==> config.mk <==
export PLATFORM = sky130hd
export DESIGN_NAME = hub75_scan_driver
export DESIGN_NICKNAME = d
export VERILOG_FILES = /design/src/rtl/hub75_scan_driver.sv
export SDC_FILE = /design/constraint.sdc
export NUM_CORES = 1
export LEC_CHECK = 0
export CELL_PAD_IN_SITES_DETAIL_PLACEMENT = 1
export CELL_PAD_IN_SITES_GLOBAL_PLACEMENT = 1
export CORE_UTILIZATION = 35
export CTS_CLUSTER_SIZE = 25
export DETAILED_ROUTE_END_ITERATION = 6
export GPL_TIMING_DRIVEN = 0
export PLACE_DENSITY_LB_ADDON = 0.1
export SYNTH_ARGS = -nofsm -noshare
export SYNTH_HDL_FRONTEND = slang
export SYNTH_SLANG_ARGS = --single-unit
export TNS_END_PERCENT = 30
==> constraint.sdc <==
create_clock -name sys_clk -period 1.55 [get_ports sys_clk]
set_clock_uncertainty 0.2 [all_clocks]
set_input_delay 0.31 -clock sys_clk [delete_from_list [all_inputs] [get_ports sys_clk]]
set_output_delay 0.31 -clock sys_clk [all_outputs]
set_load 0.05 [all_outputs]
==> src/rtl/hub75_scan_driver.sv <==
// hub75_scan_driver
// Scan driver for a 64x64 HUB75 panel built from two 32-line halves with
// 1-bit colour per channel. It walks a combinational pixel source through
// line/column addresses, registers the returned bits onto the panel data
// pins, and sequences the shift clock, blanking, latch and row address.
//
// Optional build macro: HUB75_OE_DIM_EN adds the 3-bit `dim` input, which
// shortens the lit part of each line to the first 64 - 8*dim columns.
//
// Ports
//   sys_clk, sys_rst_n        system clock, asynchronous active-low reset
//   enable                    run scanning; a line in progress always completes
//   dim (HUB75_OE_DIM_EN)     brightness step, sampled in the latch cycle
//   pix_line, pix_column      registered address to the pixel source
//   pix_r1..pix_b2            pixel bits, combinational from the address
//   hub_r1..hub_b2            registered panel data
//   hub_clk                   panel shift clock (panel samples on rising edge)
//   hub_lat                   panel latch, active high
//   hub_oe_n                  panel output enable, active low
//   hub_addr                  panel row address A..E
//   frame_done                one-cycle pulse in the latch cycle of line 31
//
// state | meaning
// IDLE  | not scanning, panel dark, waits for enable
// SHIFT | shifting the 64 columns of pix_line; previous row stays lit
// BLANK | panel dark for BLANK_CYCLES ahead of the latch
// LATCH | one cycle: latch the shifted row, advance the line counter

module hub75_scan_driver #(
  parameter int CLK_DIV      = 2,
  parameter int BLANK_CYCLES = 4
) (
  input  logic       sys_clk,
  input  logic       sys_rst_n,
  input  logic       enable,
`ifdef HUB75_OE_DIM_EN
  input  logic [2:0] dim,
`endif
  output logic [4:0] pix_line,
  output logic [5:0] pix_column,
  input  logic       pix_r1,
  input  logic       pix_g1,
  input  logic       pix_b1,
  input  logic       pix_r2,
  input  logic       pix_g2,
  input  logic       pix_b2,
  output logic       hub_r1,
  output logic       hub_g1,
  output logic       hub_b1,
  output logic       hub_r2,
  output logic       hub_g2,
  output logic       hub_b2,
  output logic       hub_clk,
  output logic       hub_lat,
  output logic       hub_oe_n,
  output logic [4:0] hub_addr,
  output logic       frame_done
);

  localparam logic [1:0] ST_IDLE  = 2'd0;
  localparam logic [1:0] ST_SHIFT = 2'd1;
  localparam logic [1:0] ST_BLANK = 2'd2;
  localparam logic [1:0] ST_LATCH = 2'd3;

  localparam int PH_W = $clog2(2 * CLK_DIV);
  localparam int BL_W = (BLANK_CYCLES > 1) ? $clog2(BLANK_CYCLES) : 1;

  // Phase counter runs down; PH_TOP is the first cycle of a column (load
  // data, clock low), PH_RISE is where the clock goes high, zero is the last.
  localparam logic [PH_W-1:0] PH_TOP  = PH_W'(2 * CLK_DIV - 1);
  localparam logic [PH_W-1:0] PH_RISE = PH_W'(CLK_DIV - 1);
  localparam logic [BL_W-1:0] BL_TOP  = BL_W'(BLANK_CYCLES - 1);

  logic [1:0]      state, state_nx;
  logic [PH_W-1:0] ph_cnt, ph_nx;
  logic [BL_W-1:0] bl_cnt, bl_nx;
  logic            shown_valid, shown_nx;
  logic [4:0]      line_nx;
  logic [5:0]      column_nx;
  logic [5:0]      hub_rgb, rgb_nx;
  logic            clk_nx, lat_nx, oe_nx, done_nx;
  logic [4:0]      addr_nx;
  logic [6:0]      on_limit_nx;

  assign {hub_b2, hub_g2, hub_r2, hub_b1, hub_g1, hub_r1} = hub_rgb;

  always_comb begin
    state_nx  = state;
    ph_nx     = ph_cnt;
    bl_nx     = bl_cnt;
    shown_nx  = shown_valid;
    line_nx   = pix_line;
    column_nx = pix_column;
    rgb_nx    = hub_rgb;
    clk_nx    = hub_clk;
    lat_nx    = 1'b0;
    addr_nx   = hub_addr;
    done_nx   = 1'b0;
    case (state)
      ST_IDLE: begin
        // The line counter is kept so a restart continues where it stopped.
        shown_nx  = 1'b0;
        column_nx = 6'd0;
        clk_nx    = 1'b0;
        if (enable) begin
          state_nx = ST_SHIFT;
          ph_nx    = PH_TOP;
        end
      end
      ST_SHIFT: begin
        if (ph_cnt == PH_TOP) begin
          clk_nx = 1'b0;
          rgb_nx = {pix_b2, pix_g2, pix_r2, pix_b1, pix_g1, pix_r1};
        end
        if (ph_cnt == PH_RISE) begin
          clk_nx = 1'b1;
        end
        if (ph_cnt == '0) begin
          ph_nx     = PH_TOP;
          column_nx = pix_column + 6'd1;
          if (pix_column == 6'd63) begin
            // Column 63's high phase ends in the first BLANK cycle, exactly
            // as every other column's ends in the next column's first cycle.
            state_nx = ST_BLANK;
            bl_nx    = BL_TOP;
          end
        end else begin
          ph_nx = ph_cnt - 1'b1;
        end
      end
      ST_BLANK: begin
        clk_nx = 1'b0;
        if (bl_cnt == '0) begin
          state_nx = ST_LATCH;
          lat_nx   = 1'b1;
          addr_nx  = pix_line;
          done_nx  = (pix_line == 5'd31);
        end else begin
          bl_nx = bl_cnt - 1'b1;
        end
      end
      ST_LATCH: begin
        shown_nx = 1'b1;
        line_nx  = pix_line + 5'd1;
        ph_nx    = PH_TOP;
        state_nx = enable ? ST_SHIFT : ST_IDLE;
      end
      default: begin
        state_nx = ST_IDLE;
      end
    endcase
  end

`ifdef HUB75_OE_DIM_EN
  logic [2:0] dim_q, dim_nx;

  always_comb begin
    dim_nx = (state == ST_LATCH) ? dim : dim_q;
  end

  always_ff @(posedge sys_clk or negedge sys_rst_n) begin
    if (!sys_rst_n) begin
      dim_q <= 3'd0;
    end else begin
      dim_q <= dim_nx;
    end
  end

  assign on_limit_nx = 7'd64 - {1'b0, dim_nx, 3'b000};
`else
  assign on_limit_nx = 7'd64;
`endif

  // Output enable is registered from the next-cycle state so it is exact for
  // every cycle of SHIFT, and always high in BLANK/LATCH/IDLE.
  assign oe_nx = ~((state_nx == ST_SHIFT) && shown_nx &&
                   ({1'b0, column_nx} < on_limit_nx));

  always_ff @(posedge sys_clk or negedge sys_rst_n) begin
    if (!sys_rst_n) begin
      state       <= ST_IDLE;
      ph_cnt      <= '0;
      bl_cnt      <= '0;
      shown_valid <= 1'b0;
      pix_line    <= 5'd0;
      pix_column  <= 6'd0;
      hub_rgb     <= 6'd0;
      hub_clk     <= 1'b0;
      hub_lat     <= 1'b0;
      hub_oe_n    <= 1'b1;
      hub_addr    <= 5'd0;
      frame_done  <= 1'b0;
    end else begin
      state       <= state_nx;
      ph_cnt      <= ph_nx;
      bl_cnt      <= bl_nx;
      shown_valid <= shown_nx;
      pix_line    <= line_nx;
      pix_column  <= column_nx;
      hub_rgb     <= rgb_nx;
      hub_clk     <= clk_nx;
      hub_lat     <= lat_nx;
      hub_oe_n    <= oe_nx;
      hub_addr    <= addr_nx;
      frame_done  <= done_nx;
    end
  end

endmodule

# Word-level counts from Yosys, hierarchy flattened

Cells that the tools add are included.

$add $sub $neg: 4
Equal/unequal tests: 13
Magnitude comparators: 1
Reductions and logical operators: 14
Bitwise gates (word level): 1
Muxes and demuxes: 23

Operator list:

| operator                                                   | count |
|---|---|
| two-way mux 2 bit                                          | 9 |
| one-hot mux 6 bit (2 select lines)                         | 1 |
| != test 2 bit, second input constant                       | 4 |
| one-hot mux 2 bit (4 select lines)                         | 1 |
| AND reduction 2 bit                                        | 4 |
| less-than comparator 6 x 7 -> 1 bit, second input constant | 1 |
| two-way mux 1 bit                                          | 7 |
| adder 6 x 1 -> 6 bit, second input constant                | 1 |
| equality test 2 x 1 -> 1 bit, second input constant        | 3 |
| equality test 2 bit, second input constant                 | 3 |
| equality test 6 bit, second input constant                 | 1 |
| zero test 2 bit                                            | 3 |
| two-way mux 6 bit                                          | 1 |
| one-hot mux 2 bit (3 select lines)                         | 1 |
| adder 5 x 1 -> 5 bit, second input constant                | 1 |
| equality test 5 bit, second input constant                 | 1 |
| one-hot mux 1 bit (2 select lines)                         | 2 |
| one-hot mux 2 bit (2 select lines)                         | 1 |
| AND reduction 4 bit                                        | 1 |
| nonzero test 2 bit                                         | 2 |
| subtractor 2 x 1 -> 2 bit, second input constant           | 2 |
| != test 3 bit, second input constant                       | 1 |
| nonzero test 3 bit                                         | 1 |
| logical AND 1 bit                                          | 2 |
| 2 further kinds                                            | 2 |

Bits of input ports: 9
Logic and storage cells: 68
Output and inout bits: 26
Bits in registers: 33

# Longest topological paths before layout

Gate-level depths: netlist (run 1).

Depth in word-level cells: 8
Depth in mapped cells: 7

# Worst setup path after synthesis (run 1)

OpenSTA, ideal clock, no wires.

Path kind: register to register
Start point: register pix_line[0]
End point: register pix_line[4]
Library setup time: 0.125 ns
Data arrival time: 1.553 ns
Clock period less this slack: 1.877 ns
Path slack: -0.327 ns
Required time: 1.225 ns
Cell stages (with the launch flop): 5
Path through: dfrtp_1 -> ha_1 -> and3_1 -> ha_1 -> mux2_2

Cells in the longest elaborated chain, start to end: 1

RTL lines:

| item                     | RTL line | text |
|---|---|---|
| start: declaration       | 39       | `output logic [4:0] pix_line,` |
| start signal: assignment | 198      | `pix_line <= line_nx;` |
| adder 5 x 1 -> 5 bit     | 144      | `line_nx = pix_line + 5'd1;` |

Every way passes these cells.
A chain may end at the register's enable or synchronous reset.

# Worst setup path in the final report (run 1)

Start point: register state[1]
End point: register bl_cnt[0]

Cells in the longest elaborated chain, start to end: 3
Elaborated cells between the ends (all ways): 8
Classes of those cells: eq/ne (5); mux (1); reduce/logical (2)

RTL lines:

| item                                                                | RTL line | text |
|---|---|---|
| start: declaration                                                  | 74       | `logic [1:0] state, state_nx;` |
| start signal: assignment                                            | 194      | `state <= state_nx;` |
| equality test 2 bit or equality test 2 x 1 -> 1 bit (tied branches) | 99       | `case (state)` |
| != test 2 bit (no line) or nonzero test 2 bit (tied branches)       | -        |  |
| AND reduction 4 bit (no line)                                       | -        |  |
| end signal: assignment                                              | 196      | `bl_cnt <= bl_nx;` |
| end: declaration                                                    | 76       | `logic [BL_W-1:0] bl_cnt, bl_nx;` |

Parallel ways exist; a longest one is shown, timed or not.

==> summary.txt, run 1 <==
Global route
  – Grt ovf: 0
  – Antenna violations before repair: 0
  – All-Layer GR Usage: 19.0%
  – First-pass GRT wire length: 7120 um
  – Vias in the first global route: approximately 1500
  – Largest net degree at the start of global routing: 34

Critical path
  – Slowest stage delay, CP: 0.44 ns
  – Crit start category: register
  – CP endpoint kind: register
  – CP Cell Sequence: inv_4, ha_4, inv_1, nor4_4, a41oi_2, o311ai_2
  – Worst EP arrival: ~1.7 ns
  – Buf/Inv on CP: 2
  – Worst Path Required: 1.53 ns
  – CP max FO: 7
  – R2r setup slk: -0.16 ns
  – Top delay family on crit path: flip-flops
  – Crit path kind: register to register
  – CP max-delay cell: dfrtp_2

Cells and area
  – Syn-to-layout area delta: 51.6%
  – Layout cells sized above 1: 54.4%
  – Net count, final: 214
  – Diode count: 0
  – Multi-input logic area: a little over 900 sq um
  – Reg area: about 840 sq um
  – Fill count: 456
  – Final Non-Filler Cells: 247

CTS
  – Root Buffer: clkbuf_8
  – CTS tree: yes
  – Clk_lat worst skew: 0.28 ns
  – Num CTS Buffers: 5
  – H-tree depth: 2
  – Clock Pin Slew Worst Setup and Hold Paths: 0.07 ns
  – Maximum clock insertion buffer count: 2
  – Clk sinks: 33

Detailed routing
  – Pre-Repair DR Iteration Count: 3
  – Met3 WL post-DR: 123 um
  – Drt first-iter violations: 44
  – Metal2 WL: about 2300 um
  – Routed wire per std cell: 17.0 um
  – Met1 wire length: 1730 um
  – Top routing layer in use: met4
  – Via density: a little over 5
  – Routed Antenna Nets: 0
  – Vias: 1266
  – Routed WL: 4190 um
  – # DRC: 0

Die
  – Die X: between 60 and 70 um
  – Top Ports: 35
  – Initial Util: between 30% and 40%
  – Die Footprint: 0.00483 sq mm
  – Core box area: 0.00435 sq mm
  – Chip Height: 69.5 um
  – Num rows: 24

STA
  – Max Transition Viols Final: 0
  – Final setup margin: -0.157 ns
  – Final worst path period need: 1.71 ns
  – Worst Tran Pin Value: 0.471 ns
  – Final hold vios: 0
  – Final setup vio count: 16
  – Max Freq: 586 MHz
  – RSZ-0062 raised after global routing: yes
  – Tcrit/Tclk final: 110%
  – Hold WS: 0.306 ns
  – Max-slew headroom: 68.6%

Logic synthesis
  – Post-synth EDFFs: 0
  – Post-Syn Area: 0.00160 sq mm
  – Most frequent cells after synthesis: dfrtp_1 (32), mux2_2 (14), nand2_1 (14)
  – Mapped Cells: 141
  – Top post-synthesis cells by area: dfrtp_1 (50%), mux2_2 (9.9%), ha_1 (8.6%), nand2_1 (3.3%), o21ai_0 (2.5%)
  – Mean post-synth cell area: 11.3 sq um
  – Syn_nets: 161
  – Largest area contributor in the netlist: dfrtp_1
  – Main synth FF type: dfrtp_1
  – Yosys cell types: 37
  – Most frequent cell after synthesis: dfrtp_1
  – Synth Register Bits: 33
  – Synthesis Warnings: 0
  – Register area share after synthesis: 51.8%
  – Top cell type's share of synthesized area: 50.2%
  – Async set-reset flop share out of synthesis: 100%

Run
  – Max cap viols: 0

Placed design
  – Port Buf Inserts: 34
  – Dpl cells: about 230
  – GPL Wtd Cong: 0.736
  – Placed wire-length estimate: 2790 um

Worst hold path
  – Worst hold path type: register to register

Run status
  – Violated checks: setup timing
  – Status: finished, violations left

Power and ir drop
  – Leakage: 1.04 nW
  – Power Dens Cells: 693 mW/mm^2
  – Peak VDD IR: around 0.53 mV
-- per-layer routing --
layer | track usage (%) | vias to the layer above
met5 | 0 | -
met4 | 9.75 | 0
met3 | 3.78 | 10
met2 | 34.3 | 24
met1 | 20.8 | 633
li1 | - | 599
-- path summary, 6_finish.rpt --
kind                                  from           to  cells past startpoint
worst max-delay path              state[1]    bl_cnt[0]                      6
worst max register to register    state[1]    bl_cnt[0]                      6
max in group asynchronous        sys_rst_n  pix_line[0]                      2
worst min register to register  hub_rgb[1]   hub_rgb[1]                      1
min in group asynchronous        sys_rst_n    bl_cnt[0]                      2
worst min-delay path            hub_rgb[1]   hub_rgb[1]                      1
-- state kept, by name, summed over array words and instances, names as in the netlist --
name and flops:
state 2, frame_done 1, hub_rgb 6, pix_column 6
hub_lat 1, bl_cnt 2, hub_clk 1, ph_cnt 2
pix_line 5, hub_addr 5, hub_oe_n 1, shown_valid 1
-- cell type report --
| class | instances | area share [%] |
|---|---|---|
| Multi-Input combinational cell | 93 | 38.6 |
| Sequential cell | 33 | 34.7 |
| Timing Repair Buffer | 50 | 17.4 |
| Clock buffer | 7 | 3.98 |
| Tap cell | 52 | 2.69 |
| Inverter | 9 | 1.50 |
| Buffer | 2 | 0.931 |
| Clock inverter | 1 | 0.207 |
-- kinds of logic after synthesis --
group	count (synthesis)	synth area share, %
AO/OA/AOI/OAI	26	10.2
XOR/XNOR	6	3.29
adder cells (fa/ha/maj)	11	8.63
buffers and inverters	15	4.55
flip-flops	33	51.8
multiplexers	16	11.4
AND/OR/NAND/NOR	34	10.1
-- power by group --
group          leakage (nW)  total [mW]  switching, mW  internal (mW)
combinational         0.586      0.0881         0.0546         0.0335
clock                0.0542       0.716          0.315          0.401
sequential            0.399       0.872        0.00365          0.869
-- cells in the final DEF, fill, tap and decap left out, drive strengths merged, types with 2 or more instances in the layout --
cell | synthesis | layout
inv | 9 | 9
mux2 | 14 | 14
xnor2 | 4 | 4
dfrtp | 32 | 32
nand3 | 5 | 5
o21ai | 9 | 9
ha | 11 | 11
clkdlybuf4s15 | 0 | 11
o22ai | 2 | 2
mux2i | 2 | 2
nor2 | 5 | 5
nand2 | 14 | 14
clkdlybuf4s50 | 0 | 7
buf | 4 | 28
a21oi | 5 | 5
a31oi | 2 | 2
xor2 | 2 | 2
nor3 | 3 | 3
clkbuf | 2 | 12
and3 | 2 | 2
-- timing repair --
item | CTS | global route
gates resized for setup | 129 | 29
pin swaps | 6 | 4
hold buffers | 1 | 0
endpoints found under the hold margin | 32 | 0
gates cloned | 0 | 1
setup buffers | 8 | 6
endpoints found under the setup margin | 54 | 37
-- metrics by stage --
stage | utilization (%) | setup WS [ns] | total power, mW | setup TNS [ns] | instance area [sq um]
2_1_floorplan | - | -0.186 | 0.925 | -0.611 | 1690
3_3_place_gp | 48.0 | -0.857 | 0.979 | -31.26 | 2090
3_5_place_dp | 47.9 | -0.269 | 0.981 | -8.40 | 2090
4_1_cts | 52.9 | -0.160 | 1.70 | -1.86 | 2300
5_1_grt | 55.5 | -0.228 | 1.74 | -2.63 | 2420
6_report | 55.5 | -0.157 | 1.68 | -1.15 | 2420
Power figures use the tool's default switching activity.
==> inputs of run 2 (changes only) <==
--- a/config.mk
+++ b/config.mk
@@ -7,9 +7,10 @@
 export LEC_CHECK = 0
 export CELL_PAD_IN_SITES_DETAIL_PLACEMENT = 1
 export CELL_PAD_IN_SITES_GLOBAL_PLACEMENT = 1
-export CORE_UTILIZATION = 35
+export CORE_UTILIZATION = 43
 export CTS_CLUSTER_SIZE = 25
 export DETAILED_ROUTE_END_ITERATION = 6
+export DONT_BUFFER_PORTS = 1
 export GPL_TIMING_DRIVEN = 0
 export PLACE_DENSITY_LB_ADDON = 0.1
 export SYNTH_ARGS = -nofsm -noshare
==> run 2 against run 1 <==
Against the previous run:
- the run still ends with setup timing left
- sequential share of layout area up 3.0 points
- non-clock buffer count is 25 lower
- sequential cell count did not move
- count of clock-buffer cells in the layout up 1
- cell area decreased by 6.6%
- power shrank 4.0%
- first-iteration DRC count is the same
- maximum frequency decreased by 3.8%
- critical path depth fell by 1
- routed wire length about the same
- die area down 18%
- via count decreased by 4.2%
- critical path type unchanged
- critical endpoint is now hub_oe_n
==> summary.txt, run 2 (same netlist as run 1, synthesis figures left out) <==
Run status
  – Status: finished, violations left (unchanged)
  – Violated checks: setup timing (unchanged)

STA
  – Worst Tran Pin Value: 0.584 ns (was 0.471 ns)
  – Max-slew headroom: 61.0% (was 68.6%)
  – Final setup vio count: 27 (was 16)
  – Final worst path period need: 1.77 ns (was 1.71 ns)
  – Tcrit/Tclk final: 114% (was 110%)
  – RSZ-0062 raised after global routing: yes (unchanged)
  – Total negative setup slack: -2.52 ns (was -1.15 ns)
  – Final hold vios: 0 (unchanged)
  – Final setup margin: -0.224 ns (was -0.157 ns)
  – Max Transition Viols Final: 0 (unchanged)
  – Max Freq: 564 MHz (was 586 MHz)

CTS
  – Maximum clock insertion buffer count: 2 (unchanged)
  – CTS tree: yes (unchanged)
  – Clock Pin Slew Worst Setup and Hold Paths: 0.07 ns (about the same)
  – H-tree depth: 2 (unchanged)
  – Clk_lat worst skew: 0.28 ns (about the same)
  – Clk sinks: 33 (unchanged)
  – Num CTS Buffers: 5 (unchanged)
  – Root Buffer: clkbuf_8 (unchanged)

Cells and area
  – Net count, final: 189 (was 214)
  – Syn-to-layout area delta: 41.6% (was 51.6%)
  – Post-route cell area: 0.00226 sq mm (was 0.00242 sq mm)
  – Largest regs: hub_rgb: 6 flops, pix_column: 6 flops (unchanged)
  – Most frequent cells in the layout: dfrtp_1 (21), buf_4 (15), mux2_2 (13), nand2_1 (12) (was dfrtp_1 (23), buf_4 (15), mux2_2 (13), nand2_1 (12), clkdlybuf4s15_2 (11))
  – Final Non-Filler Cells: 216 (was 247)
  – Commonest non-fill, non-tap cell in the layout: dfrtp_1 (unchanged)
  – Diode count: 0 (unchanged)
  – Layout cells sized above 1: 54.7% (was 54.4%)

Global route
  – All-Layer GR Usage: 20.6% (was 19.0%)
  – Antenna violations before repair: 0 (unchanged)
  – Grt ovf: 0 (unchanged)
  – First-pass GRT wire length: 6240 um (was 7120 um)
  – Largest net degree at the start of global routing: 34 (unchanged)
  – Vias in the first global route: 1278 (was 1497)

Detailed routing
  – # DRC: 0 (unchanged)
  – Routed WL: 4200 um (was 4190 um)
  – Pre-Repair DR Iteration Count: 4 (was 3)
  – Routed wire per std cell: 19.4 um (was 17.0 um)
  – Vias: 1213 (was 1266)
  – Routed Antenna Nets: 0 (unchanged)
  – Via density: 5.62 (was 5.13)
  – Drt first-iter violations: 44 (unchanged)

Critical path
  – CP max FO: 5 (was 7)
  – Crit start category: register (unchanged)
  – CP endpoint kind: register (unchanged)
  – Worst Path Required: 1.56 ns (was 1.53 ns)
  – Crit path kind: register to register (unchanged)
  – Worst EP arrival: 1.78 ns (was 1.69 ns)

Placed design
  – Placed wire-length estimate: 2270 um (was 2790 um)
  – Port Buf Inserts: 0 (was 34)
  – GPL Wtd Cong: 0.719 (was 0.736)
  – Area after DPL: 0.00174 sq mm (was 0.00209 sq mm)
  – Dpl cells: 187 (was 227)
  – Place WS: -0.239 ns (was -0.269 ns)

Die
  – Initial Util: 46.3% (was 36.6%)
  – Chip Height: 62.9 um (was 69.5 um)
  – Die X: 62.9 um (was 69.5 um)
  – Die Footprint: 0.00396 sq mm (was 0.00483 sq mm)
  – Top Ports: 35 (unchanged)
  – Num rows: 21 (was 24)
  – Core box area: 0.00344 sq mm (was 0.00435 sq mm)

Power and ir drop
  – Tot Pwr: 1.61 mW (was 1.68 mW)
  – Leakage: 0.913 nW (was 1.04 nW)
  – Power Dens Cells: 712 mW/mm^2 (was 693 mW/mm^2)
  – Peak VDD IR: 0.452 mV (was 0.531 mV)

Worst hold path
  – Worst hold path type: primary input to register (was register to register)

Run
  – Max cap viols: 0 (unchanged)
run 2: timing repair:
| item | in CTS | in global routing |
|---|---|---|
| hold buffers | 8 | 0 |
| pin swaps | 6 | 5 |
| endpoints found under the hold margin | 39 | 0 |
| buffers inserted | 6 | 11 |
| setup endpoints to repair | 29 | 30 |
| gates resized for setup | 26 | 33 |
| gates cloned | 0 | 0 |
run 2: per-stage QoR:
step | util [%] | hold WS [ns]
floorplan | - | -0.186
global placement | 50.7 | -0.185
detailed placement | 50.7 | -0.185
CTS | 60.2 | 0.0597
global route | 65.6 | 0.0776
finish | 65.6 | 0.0745
run 2: routing by layer:
metal | track usage, % | share of wire (%) | vias up
met5 | 0 | 0 | -
li1 | - | - | 552
met2 | 35.8 | 56 | 30
met4 | 8.72 | 2.7 | 0
met1 | 24.0 | 38 | 620
met3 | 4.93 | 3.3 | 11
run 2: path summary, 6_finish.rpt:
| kind | startpoint | end | slack, ns | depth (start not counted) |
|---|---|---|---|---|
| setup / recovery | pix_column[0] | hub_oe_n | -0.22 | 5 |
| hold / removal | enable | state[0] | 0.07 | 3 |
| setup reg to reg | pix_column[0] | hub_oe_n | -0.22 | 5 |
| hold reg to reg | shown_valid | shown_valid | 0.31 | 1 |
| max in group asynchronous | sys_rst_n | hub_oe_n | 0.61 | 2 |
| min in group asynchronous | sys_rst_n | hub_clk | 0.29 | 2 |
run 2: final cells by class:
type | instances | area (sq um)
plain buffers | 3 | 43.8
clock buffers | 8 | 90.1
fillers | 341 | 1180
inverters | 9 | 37.5
multi-input cells | 93 | 966
flip-flops and latches | 33 | 851
well taps | 46 | 57.6
repair buffers | 24 | 214
run 2: where the power goes:
part	internal, mW	total (mW)	switching (mW)	leakage (nW)
Sequential	0.869	0.902	0.0339	0.393
Combinational	0.0233	0.0442	0.0209	0.474
Clock	0.362	0.663	0.301	0.0455
Total	1.25	1.61	0.356	0.913
run 2: worst max-delay path: stages, from the launching register on:
cell      delay, ns
dfrtp_4        0.59
ha_4           0.21
nand3_4        0.12
nor2_2         0.07
o311a_1        0.33
nand3b_1       0.18
==> patch 1, RTL diff (flow settings as in run 1) <==
`pix_column` no longer has a reset.
--- a/src/rtl/hub75_scan_driver.sv
+++ b/src/rtl/hub75_scan_driver.sv
@@ -183,7 +183,6 @@
       bl_cnt      <= '0;
       shown_valid <= 1'b0;
       pix_line    <= 5'd0;
-      pix_column  <= 6'd0;
       hub_rgb     <= 6'd0;
       hub_clk     <= 1'b0;
       hub_lat     <= 1'b0;
@@ -196,7 +195,6 @@
       bl_cnt      <= bl_nx;
       shown_valid <= shown_nx;
       pix_line    <= line_nx;
-      pix_column  <= column_nx;
       hub_rgb     <= rgb_nx;
       hub_clk     <= clk_nx;
       hub_lat     <= lat_nx;
@@ -206,5 +204,9 @@
     end
   end
 
+  always_ff @(posedge sys_clk) begin
+    pix_column <= column_nx;
+  end
+
 endmodule
 
Formal check against the unedited RTL: differs if sys_rst_n is asserted again (counterexample within 10 cycles, from zero or initial values and one cycle with sys_rst_n low); with sys_rst_n held inactive, the same outputs for 10 cycles.
==> patch 1 against run 1 <==
The flow finishes with violations (hold timing, setup timing); sequential power increased by 2%; design area is 4.7% lower; wire length shrank 9.3%; total power increased by 8.1%; non-clock buffer count down 5; combinational power down 2.7%; synthesized area up 2.3%; sequential share of layout area is 2.7 points higher; sequential cell count unchanged; critical path depth decreased by 2; setup slack improved by 0.044 ns; worst hold slack lost 0.34 ns; critical path type unchanged; largest cell class is now sequential cells; highest routed layer unchanged.
==> patch 1: results (changes against run 1) <==
| Metric | Value |
|---|---|
| Synth top cells by count | dfrtp_1, mux2_2, ha_1, nor2_1, inv_1 |
| Combinational fraction of design power | 4.7% (-0.6 points) |
| Internal | 1446 µW (+11%) |
| Endpoints failing setup | 16 (unchanged) |
| Met2 WL | 1.978 mm (-12%) |
| Post-route setup slack | -0.1134 ns (+0.04380 ns) |
| Largest net degree at the start of global routing | 28 (-18%) |
| Synth area leaders | dfrtp_1, edfxtp_1, mux2_2, ha_1, nor2_1 |
| Post-DP Area | 2073 µm² (-0.66%) |
| Clk power | 835 µW (+17%) |
| Total track usage | 17.13% (-1.8 points) |
| Post-synthesis mux area share | 10.35% (-1.0 points) |
| GR Util met3 | 4.473% (+0.69 points) |
| Hold crit path type | primary input to asynchronous set/reset pin |
| Status | finished, violations left |
| WL/cell | 15.78 µm (-7.1%) |
| DR vias | 1,208 (-4.6%) |
| Distinct cells, synth | 36 (-2.7%) |
| Ys async rst share | 81.82% (-18 points) |
| Worst Setup EP | pix_column[5]$_SDFFCE_PN0P_ |
| Post-DP HPWL | 2.562 mm (-8.1%) |
| Met1 Use GR | 20.04% (-0.77 points) |
| Largest family of logic cells by synthesized area | simple AND/OR/NAND/NOR gates |
| Avg Cell Area, Syn | 11.82 µm² (+4.5%) |
| Dpl ws | -0.6614 ns (-0.3926 ns) |
| Synth Area in Compound Gates | 9.739% (-0.46 points) |
| Violated checks | hold timing, setup timing |
| Final Hold Fails | 26 (+26) |
| Peak supply drop | 0.4660 mV (-12%) |
| XOR/XNOR Fraction of Synth Area | 3.758% (+0.46 points) |
| Vias in the first global route | 1,354 (-9.6%) |
| Static Leak | 0.001050 µW (+1.1%) |
| Synth Net Count | 158 (-1.9%) |
| Post-synthesis adder-cell area fraction | 8.436% (-0.19 points) |
| Hold_ws | -0.03353 ns (-0.3393 ns) |
| Arr. time, crit path | 1.49 ns (-0.20 ns) |
-- patch 1: cell types whose count changed after synthesis, moves of 2 or more --
cell	before	now
a21oi_1	5	2
a21oi_2	0	2
buf_4	2	0
clkbuf_1	2	0
dfrtp_1	32	26
edfxtp_1	0	6
nand2_1	14	6
nor2_1	5	11
o21ai_1	1	3
xor2_1	2	4
-- patch 1: timing repair --
action / CTS / global route
resized for setup: 124 / 31
buffers inserted: 6 / 3
cloned: 0 / 0
endpoints found under the setup margin: 84 / 42
pin swaps: 6 / 0
-- patch 1: layout make-up --
| class | count | area (µm²) |
|---|---|---|
| repair buffers | 43 | 352.8 |
| well taps | 52 | 65.06 |
| inverters | 9 | 36.28 |
| clock inverters | 1 | 30.03 |
| fillers | 469 | 2110 |
| plain buffers | 4 | 47.55 |
| multi-input cells | 92 | 824.5 |
| flip-flops and latches | 33 | 862.1 |
| clock buffers | 7 | 86.33 |
==> patch 2, RTL diff (settings of run 1) <==
Without the edit above. Set the parameter `CLK_DIV` to 1 (it was 2).
--- a/src/rtl/hub75_scan_driver.sv
+++ b/src/rtl/hub75_scan_driver.sv
@@ -27,7 +27,7 @@
 // LATCH | one cycle: latch the shifted row, advance the line counter
 
 module hub75_scan_driver #(
-  parameter int CLK_DIV      = 2,
+  parameter int CLK_DIV      = 1,
   parameter int BLANK_CYCLES = 4
 ) (
   input  logic       sys_clk,
Formal check against the unedited RTL: not equivalent (a bounded check fails within 4 cycles, from zero or initial values and one cycle with sys_rst_n low).
==> patch 2 against run 1 <==
The flow still finishes with violations (setup timing); global-route usage down 1.3 points; total power up 2.5%; synthesized area down 5.1%; wire length down 14%; worst hold slack about the same; setup slack better by 0.063 ns; sequential cell count down 1; design area down 9.1%.
==> patch 2: results (changes against run 1) <==
| Metric | Value |
|---|---|
| Status | finished, violations left |
| Violated checks | setup timing |
| Combinational fraction of design power | 5.0% (-0.3 points) |
| PostCTS Resize Cnt | 116 (-10%) |
| Clk pin slew, worst setup/hold paths | roughly 0.060 ns |
| Sequential-to-total area share from yosys stat | 52.98% (+1.1 points) |
| Initial antenna violation count | 0 (unchanged) |
| CTS Buf Count | 5 (unchanged) |
| Peak supply drop | 0.4027 mV (-24%) |
| Setup Total Neg Slack | -0.4177 ns (+0.7358 ns) |
| Top_reg_cell synth | dfrtp_1 |
| Synth Net Count | 145 (-9.9%) |
| Setup bufs post-CTS | 5 (-3) |
| Synth top cells by count | dfrtp_1, mux2_2, o21ai_0 |
| Post-route setup slack | -0.09424 ns (+0.06293 ns) |
| Ratio of cells with drive above 1 in the final layout | 53.89% (-0.47 points) |
| Largest net degree at the start of global routing | 33 (-2.9%) |
| Placed insts | 211 (-7.0%) |
| XOR/XNOR Fraction of Synth Area | 2.314% (-0.98 points) |
| PortBufs | 34 (unchanged) |
| Diodes inserted | 0 (unchanged) |
| Via/cell ratio | 5.009 (-2.3%) |
| DR pass1 iterations | 3 (unchanged) |
| Root Driver | clkbuf_8 |
| Synth area leaders | dfrtp_1, mux2_2, ha_1, o21ai_0, a21oi_1 |
| Arr. time, crit path | 1.65 ns (-0.04 ns) |
| Seq. pwr | 847 µW (-2.9%) |
| Syn. warnings | 0 (unchanged) |
| Final GP Congestion | 0.8153 (+11%) |
| Critical path fanouts, max | 8 (+1) |
| Endpoints failing setup | 7 (-9) |
| Distinct cells, synth | 34 (-8.1%) |
| Total track usage | 17.62% (-1.3 points) |
| First-iteration detailed-routing DRC count | 59 (+34%) |
| Worst-Skew Late Latency | 0.28 ns (about the same) |
| Ys async rst share | 100.0% (unchanged) |
| Dpl ws | -0.3100 ns (-0.04122 ns) |
| Static Leak | 0.0009813 µW (-5.5%) |
| H-tree depth | 2 (unchanged) |
| Synth Area in Compound Gates | 11.98% (+1.8 points) |
| Switching Share | 21.34% (-0.89 points) |
| Worst Tran Pin Value | 0.7168 ns (+0.2455 ns) |
| Post-DP Area | 1953 µm² (-6.4%) |
| Critical path's top delay family | simple AND/OR/NAND/NOR gates |
| Clk buf depth | 2 (unchanged) |
| WL/cell | 15.63 µm (-8.0%) |
| DR vias | 1,152 (-9.0%) |
| Psw | 366.7 µW (-1.7%) |
| # hold bufs at CTS | 1 (unchanged) |
| Post-DP HPWL | 2.371 mm (-15%) |
| Post-synthesis mux area share | 11.82% (+0.45 points) |
| First-pass GRT wire length | 5.727 mm (-20%) |
| Nets | 197 (-7.9%) |
| Post-synthesis adder-cell area fraction | 7.438% (-1.2 points) |
| Post-Syn Instances | 127 (-9.9%) |
[patch 2: changes by cell type after synthesis, sizes merged, moves of 2 or more]
cell | before | now
a21oi | 5 | 8
nand2 | 14 | 8
nor3 | 3 | 1
buf | 4 | 2
xnor2 | 4 | 2
nand4 | 1 | 3
o31ai | 0 | 2
nor2b | 0 | 3
ha | 11 | 9
nand3 | 5 | 1
[patch 2: final timing paths]
kind,cells past startpoint,from,slack [ns],to
min in group asynchronous,2,sys_rst_n,0.41,bl_cnt[1]$_DFFE_PN0P_
hold reg to reg,1,hub_addr[2]$_DFFE_PN0P_,0.31,hub_addr[2]$_DFFE_PN0P_
setup / recovery,5,state[1]$_DFF_PN0_,-0.09,hub_oe_n$_DFF_PN1_
hold / removal,1,hub_addr[2]$_DFFE_PN0P_,0.31,hub_addr[2]$_DFFE_PN0P_
setup reg to reg,5,state[1]$_DFF_PN0_,-0.09,hub_oe_n$_DFF_PN1_
max in group asynchronous,2,sys_rst_n,0.23,pix_line[1]$_DFFE_PN0N_
[patch 2: final cells by class]
class	instances	area [µm²]
plain buffers	2	22.52
clock buffers	6	72.57
clock inverters	2	35.03
fillers	428	1888
inverters	8	32.53
multi-input cells	83	778.2
flip-flops and latches	32	814.5
well taps	50	62.56
repair buffers	47	380.4
[patch 2: metal layers]
| metal | vias to the layer above | GRT usage (%) | part of all wire [%] |
|---|---|---|---|
| met5 | - | 0 | 0 |
| met4 | 0 | 9.375 | 1.2 |
| met3 | 4 | 3.716 | 3.2 |
| met2 | 24 | 28.59 | 53 |
| met1 | 577 | 21.77 | 42 |
| li1 | 547 | - | - |
[patch 2: cell families (layout without fill, tap and decap cells)]
group,after synthesis,count (layout)
mux,16,16
fa+ha+maj,9,9
xor+xnor,4,4
buf+inv,12,65
compound gates,28,28
flops,32,32
simple gates,26,26
